`src/rtl/scoreboard_page_ctrl.sv`:
```
// Page sequencer and 4-digit display scanner for the scoreboard.
// Rotates the 4:1 page mux select through enabled pages on a dwell timer
// (with hold and manual advance) and scans the selected 16-bit BCD value
// onto a common-anode 7-segment display with leading-zero blanking.
module scoreboard_page_ctrl #(
    parameter int unsigned DWELL_CYCLES   = 50000000,
    parameter int unsigned REFRESH_CYCLES = 50000
) (
    input  logic        clk,
    input  logic        rst,
    input  logic [3:0]  page_en,
    input  logic        hold,
    input  logic        next,
    output logic [1:0]  mux_sel,
    input  logic [15:0] mux_data,
    output logic [3:0]  an,
    output logic [3:0]  digit,
    output logic        page_change
);

    localparam int unsigned DW_W = $clog2(DWELL_CYCLES);
    localparam int unsigned RF_W = (REFRESH_CYCLES > 1) ? $clog2(REFRESH_CYCLES) : 1;
    localparam logic [DW_W-1:0] DW_LAST = DW_W'(DWELL_CYCLES - 1);
    localparam logic [RF_W-1:0] RF_LAST = RF_W'(REFRESH_CYCLES - 1);

    logic [DW_W-1:0] r_dwell_cnt;
    logic [RF_W-1:0] r_refresh_cnt;
    logic [1:0]      r_mux_sel;
    logic [1:0]      r_digit_idx;
    logic [3:0]      r_an;
    logic [3:0]      r_digit;
    logic            r_page_change;

    logic            w_any_en;
    logic            w_expire;
    logic            w_skip;
    logic            w_adv;
    logic [1:0]      w_next_sel;
    logic [1:0]      w_cand;
    logic [15:0]     w_upper;
    logic            w_blank;

    // Advance decision: expiry, manual next or forced skip off a disabled
    // page all collapse into a single one-step advance.
    assign w_any_en = |page_en;
    assign w_expire = (r_dwell_cnt == DW_LAST) && !hold;
    assign w_skip   = w_any_en && !page_en[r_mux_sel];
    assign w_adv    = w_any_en && (w_expire || next || w_skip);

    // Nearest enabled page after the current one, searched with wrap-around;
    // farthest candidate first so the nearest one wins.
    always_comb begin
        w_next_sel = r_mux_sel;
        w_cand     = r_mux_sel;
        for (int k = 3; k >= 1; k--) begin
            w_cand = r_mux_sel + 2'(k);
            if (page_en[w_cand]) begin
                w_next_sel = w_cand;
            end
        end
    end

    // Dwell timer: frozen by hold, restarted by any advance, free-wrapping otherwise.
    always_ff @(posedge clk) begin
        if (rst) begin
            r_dwell_cnt <= '0;
        end else if (w_adv) begin
            r_dwell_cnt <= '0;
        end else if (!hold) begin
            if (r_dwell_cnt == DW_LAST) begin
                r_dwell_cnt <= '0;
            end else begin
                r_dwell_cnt <= r_dwell_cnt + DW_W'(1);
            end
        end
    end

    // Page select and its change strobe; with no page enabled the select parks at 0 silently.
    always_ff @(posedge clk) begin
        if (rst) begin
            r_mux_sel     <= 2'd0;
            r_page_change <= 1'b0;
        end else if (!w_any_en) begin
            r_mux_sel     <= 2'd0;
            r_page_change <= 1'b0;
        end else begin
            if (w_adv) begin
                r_mux_sel <= w_next_sel;
            end
            r_page_change <= w_adv && (w_next_sel != r_mux_sel);
        end
    end

    // Digit scan timer; runs continuously and is never restarted by page changes.
    always_ff @(posedge clk) begin
        if (rst) begin
            r_refresh_cnt <= '0;
            r_digit_idx   <= 2'd0;
        end else if (r_refresh_cnt == RF_LAST) begin
            r_refresh_cnt <= '0;
            r_digit_idx   <= r_digit_idx + 2'd1;
        end else begin
            r_refresh_cnt <= r_refresh_cnt + RF_W'(1);
        end
    end

    // Nibbles from the current digit upward; all zero means a leading zero.
    assign w_upper = mux_data >> {r_digit_idx, 2'b00};
    assign w_blank = (r_digit_idx != 2'd0) && (w_upper == 16'd0);

    // Registered display drive: nibble for the scanned digit and its active-low enable.
    always_ff @(posedge clk) begin
        if (rst) begin
            r_an    <= 4'b1110;
            r_digit <= 4'd0;
        end else begin
            r_digit <= w_upper[3:0];
            r_an    <= w_blank ? 4'b1111 : ~(4'b0001 << r_digit_idx);
        end
    end

    assign mux_sel     = r_mux_sel;
    assign an          = r_an;
    assign digit       = r_digit;
    assign page_change = r_page_change;

endmodule

```
`config.mk`:
```
export PLATFORM = sky130hd
export DESIGN_NAME = scoreboard_page_ctrl
export DESIGN_NICKNAME = d
export VERILOG_FILES = /design/src/rtl/scoreboard_page_ctrl.sv
export SDC_FILE = /design/constraint.sdc
export NUM_CORES = 1
export LEC_CHECK = 0
export CAP_MARGIN = 20
export CORE_UTILIZATION = 25
export CTS_BUF_LIST = sky130_fd_sc_hd__clkbuf_16
export DETAILED_ROUTE_END_ITERATION = 10
export GPL_ROUTABILITY_DRIVEN = 0
export PLACE_DENSITY = 0.46
export SYNTH_ARGS = -nofsm -noshare
export SYNTH_HDL_FRONTEND = slang
export SYNTH_SLANG_ARGS = --single-unit
```
`constraint.sdc`:
```
create_clock -name clk -period 3 [get_ports clk]
set_input_delay 0.9 -clock clk [delete_from_list [all_inputs] [get_ports clk]]
set_output_delay 0.9 -clock clk [all_outputs]
set_load 0.05 [all_outputs]
```
==> metrics, run 1 <==
syn_nets 327; clk sinks 55; FP Rows 37; Synth area leaders dfxtp_1 41%, xnor2_1 8.9%, nor2_1 7.2%; H-tree depth 2; hold path cells 1; Tcrit/Tclk final 86.35%; P_leak 0.001070 uW; Post-synth top flop dfxtp_1; First DRT Iteration DRCs 121; crit-path leading delay family buffers and inverters; area grow syn2layout 22.91%; Antenna Nets Post-Route 0; Routed WL per cell 11.66 um; buffer count from post-CTS setup fixing 0; min Tclk post-route 2591 ps; crit path cell chain clkdlybuf4s50_1; CP Depth 1; WP buf/inv 1; FILL cells 1,069; post-synth top area cell dfxtp_1; dpl hpwl 3.956 mm; die area 11,060 um^2; Mapped Cells 297; worst skew pair latency 300 ps; Worst R2R Path Depth 6; Slowest-stage cell, CP clkdlybuf4s50_1; max cap viols 0; fin util 31.67%; final hold vios 0; Post-synth EDFFs 0; Post-Route Setup TNS 0 ps; fin cells 465; GRT Resource Usage Total 10.47%; dpl cells 457; setup ws final 409.4 ps; core area 10,320 um^2; Resized cells post-CTS 0; status completed; most instantiated cells after synthesis 55 x dfxtp_1, 51 x nor2_1, 27 x xnor2_1; pre-CTS setup slack 151.7 ps; Clock transition at path regs 70 ps; Hold Path Origin r_refresh_cnt[0]; Setup crit start kind flop; vias in the first global route 2,004; DRC violations left 0; worst min path class flop to flop; Fmax 0.3860 GHz; drt total wl 5.424 mm; slowest cell delay on critical path 870 ps; final setup skew 9.947 ps; CTS tree yes; # diodes 0; critical setup path kind flop to output pin; met3 Usage GRT 2.308%; Critical Path RT 2100 ps; Setup violations, final 0; Slew headroom 66.49%; Worst setup EP type output pin; most used routing layer met2; Port-buffer cells 34; post-synth cell types 40; synth warn 0; RSZ-0062 raised after global routing false; largest net degree at the start of global routing 22; WP data arrival 1690 ps; share of cells above drive strength 1 5.775%; Yosys top cell area share 41.39%; Max clock buf depth 2; syn avg cell area 8.956 um^2; IO Count 35; iteration count of the initial detailed-routing pass 4; first-pass GRT wire length 9.294 mm; TritonCTS Buffers 5; met1 Usage GRT 12.58%; Slew Limit Fails 0; fin nets 358; worst r2r src r_dwell_cnt[0]; most common cell in the synthesized netlist dfxtp_1; Post-CTS Hold Fix Bufs 0; Remaining Overflow, GRT 0; starting density of the core 25.77%; met2 capacity usage during global routing 17.88%; Die Ht 105.2 um; post-synthesis sequential area ratio 41.39%; DR vias/cell 4.447; Async SR Flop Fraction 0%; Pwr per Cell Area 461.0 nW/um^2; origin of the worst setup path mux_sel[1]; DIE WIDTH 105.2 um; Seq cells post-synth 55; Root Buffer clkbuf_16; initial antenna violation count 0; routed via count 2,068; Synth Cell Area 2660 um^2; peak supply drop 211.8 uV; Worst Path Max Fanout 10; Slew @ Worst Pin 501.1 ps
[registers in the layout, indices dropped and copies added (netlist names)]
signal / cells
an: 4
digit: 4
mux_sel: 2
page_change: 1
r_digit_idx: 2
r_dwell_cnt: 26
r_refresh_cnt: 16
[placed cells by master, fill, tap and decap left out, types with 10 or more instances in the layout]
cell type,instances
xor2_1,13
clkdlybuf4s50_1,34
nor3_1,11
nor2_1,51
inv_1,13
nand4_1,10
nand3_1,13
xnor2_1,27
nor4_1,12
dfxtp_1,55
nand2_1,15
[layer usage]
layer | routed length [um] | part of all wire [%]
met5 | 0 | 0
met4 | 99 | 1.8
met3 | 143 | 2.6
met2 | 2575 | 47
met1 | 2606 | 48
[worst paths after layout]
| check | slack (ps) | end |
|---|---|---|
| max reg2reg | 1000 | mux_sel[0] |
| min reg2reg | 470 | r_refresh_cnt[0] |
| max | 410 | mux_sel[1] |
| min | 470 | r_refresh_cnt[0] |
[report_power, final]
| part | switching [uW] | total [uW] | internal, uW |
|---|---|---|---|
| Clock | 261 | 567 | 306 |
| Sequential | 18.6 | 763 | 744 |
| Combinational | 90.3 | 178 | 87.8 |
[layout make-up]
type / instances / area [um^2] / share of cell area (%)
tap: 136 / 170.2 / 5.205
clock buffer: 5 / 125.1 / 3.827
sequential: 55 / 1101 / 33.68
timing repair buffer: 37 / 375.4 / 11.48
inverter: 12 / 45.04 / 1.378
clock inverter: 3 / 16.27 / 0.4975
multi-input combinational: 217 / 1436 / 43.93
[cell families (layout without fill, tap and decap cells)]
| group | count (synthesis) | count (layout) | synth area share (%) |
|---|---|---|---|
| and+or+nand+nor | 144 | 144 | 28.13 |
| xor gates and xnor gates | 40 | 40 | 13.17 |
| DFF | 55 | 55 | 41.39 |
| buffers and inverters | 25 | 57 | 4.609 |
| adders and majority gates | 6 | 6 | 2.822 |
| muxes | 7 | 7 | 4.986 |
| AOI/OAI and AO/OA | 20 | 20 | 4.892 |
[stage by stage]
| stage | instance area (um^2) | hold slack (ps) | total power, uW |
|---|---|---|---|
| after floorplan | 2660 | 426.1 | 889.6 |
| after global placement | 3128 | 443.4 | 957.4 |
| after detailed placement | 3128 | 449.5 | 958.4 |
| after CTS | 3269 | 470.1 | 1531 |
| after global routing | 3269 | 494.8 | 1578 |
| final | 3269 | 465.5 | 1507 |
Note: power is estimated with default switching activity, not from simulation.
==> inputs of run 2 (changes only) <==
--- a/config.mk
+++ b/config.mk
@@ -9,8 +9,9 @@
 export CORE_UTILIZATION = 25
 export CTS_BUF_LIST = sky130_fd_sc_hd__clkbuf_16
 export DETAILED_ROUTE_END_ITERATION = 10
+export DONT_BUFFER_PORTS = 1
 export GPL_ROUTABILITY_DRIVEN = 0
-export PLACE_DENSITY = 0.46
+export PLACE_DENSITY = 0.42
 export SYNTH_ARGS = -nofsm -noshare
 export SYNTH_HDL_FRONTEND = slang
 export SYNTH_SLANG_ARGS = --single-unit
==> run 2 against run 1 <==
Against the previous run:
- cell count shrank 7.5%
- largest cell class unchanged
- clock skew shrank 6.3 ps
- register-to-register slack lost 160 ps
- design area shrank 11%
- first-iteration DRC count grew 12%
- sequential cell count is the same
==> metrics, run 2 (same netlist as run 1, synthesis figures left out) <==
status completed; WP data arrival 2370 ps; worst min path class flop to flop; Routed WL per cell 12.47 um; Fmax 0.4498 GHz; drt total wl 5.364 mm; crit path capture r_dwell_cnt[21]; final hold vios 0; peak supply drop 279.8 uV; initial antenna violation count 0; Tcrit/Tclk final 74.11%; core area 10,320 um^2; routed via count 1,913; RSZ-0062 raised after global routing false; Worst setup EP type flop; Post-Route Setup TNS 0 ps; Clock transition at path regs 70 ps; fin nets 323; FP Rows 37; Setup crit start kind input pin; dpl hpwl 3.815 mm; worst r2r src r_dwell_cnt[0]; H-tree depth 2; WP buf/inv 0; clk sinks 55; final setup skew 3.602 ps; Slew headroom 47.88%; largest net degree at the start of global routing 24; Critical Path RT 3150 ps; max cap viols 0; DRC violations left 0; min Tclk post-route 2223 ps; Post-CTS Hold Fix Bufs 0; Remaining Overflow, GRT 0; Antenna Nets Post-Route 0; reg-to-reg endpoint r_dwell_cnt[21]; crit-path leading delay family simple AND/OR/NAND/NOR gates; Resized cells post-CTS 0; P_leak 0.0009215 uW; share of cells above drive strength 1 6.803%; critical setup path kind input pin to flop; worst skew pair latency 290 ps; CTS tree yes; fin cells 430; Max clock buf depth 2; First DRT Iteration DRCs 135; DR vias/cell 4.449; commonest cells after routing, fill and taps aside 55 x dfxtp_1, 51 x nor2_1, 27 x xnor2_1; Pwr per Cell Area 501.2 nW/um^2; Root Buffer clkbuf_16; CP Depth 5; flop-to-flop setup slack 840 ps; origin of the worst setup path hold; max FFs per register 26; TritonCTS Buffers 5; Slew Limit Fails 0; Setup violations, final 0; Slew @ Worst Pin 781.8 ps; Top Registers r_dwell_cnt x26, r_refresh_cnt x16; Slowest-stage cell, CP or3_1; Worst R2R Path Depth 6; iteration count of the initial detailed-routing pass 4; die area 11,060 um^2; GRT Resource Usage Total 10.18%; commonest non-fill, non-tap cell in the layout dfxtp_1; starting density of the core 25.77%; DIE WIDTH 105.2 um; area grow syn2layout 9.501%; Port-buffer cells 0; dpl cells 422; crit path cell chain and4b_1 -> nand2_2 -> nor3_1 -> or3_1 -> nor2_1; Worst Path Max Fanout 23; Die Ht 105.2 um; IO Count 35; slowest cell delay on critical path 640 ps; vias in the first global route 1,874; buffer count from post-CTS setup fixing 0; first-pass GRT wire length 8.997 mm; Top reg by flops r_dwell_cnt; # diodes 0
run 2: cell count changes in the layout (fill, tap and decap cells not counted), sizes merged:
cell           delta
buf               -1
clkdlybuf4s50    -34
clkinv            -1
clkinvlp          +2
inv               -1
run 2: how the worst min path moves through the flow:
stage / startpoint / endpoint / slack, ps / cells after the start
final: r_refresh_cnt[0] / r_refresh_cnt[0] / 470 / 1
after global routing: r_refresh_cnt[0] / r_refresh_cnt[0] / 480 / 1
after CTS: r_refresh_cnt[0] / r_refresh_cnt[0] / 470 / 1
after detailed placement: r_refresh_cnt[0] / r_refresh_cnt[0] / 450 / 1
after global placement: r_refresh_cnt[0] / r_refresh_cnt[0] / 450 / 1
after floorplan: r_refresh_cnt[0] / r_refresh_cnt[0] / 430 / 1
run 2: final cells by class:
class	count	area [um^2]
fill	1086	7411
multi-input combinational	217	1436
sequential	55	1101
tap	136	170.2
clock buffer	5	125.1
inverter	12	45.04
clock inverter	3	20.02
timing repair buffer	2	15.01
run 2: worst reg2reg max path: stages, from the launching register on:
cell and delay (ps):
dfxtp_1 430, ha_1 250, and3_1 240, nand2_2 130, nor3_1 200, or3_1 640, nor2_1 120
run 2: per-stage QoR:
step / instance area (um^2) / power [uW] / util [%] / worst slack, ps / hold WS (ps)
finish: 2913 / 1460 / 28.21 / 776.8 / 466.8
global placement: 2768 / 900.6 / 26.81 / 485.2 / 445.8
detailed placement: 2768 / 900.3 / 26.81 / 444.7 / 449.1
global route: 2913 / 1533 / 28.21 / 598.5 / 479.4
floorplan: 2660 / 889.6 / - / 782.2 / 426.1
CTS: 2913 / 1486 / 28.21 / 740.7 / 466.7
run 2: report_power, final:
part           internal, uW  leakage (uW)  switching, uW
sequential              744      0.000446           28.1
clock                   308     0.0000658            269
combinational          46.2      0.000410           64.0
run 2: metal layers:
layer  vias to the layer above  part of all wire, %  global-route usage, %
met5                         -                    0                      0
met1                       865                   52                  13.81
met3                         5                  2.7                  2.558
li1                       1016                    -                      -
met2                        27                   44                  15.56
met4                         0                  1.4                  3.622
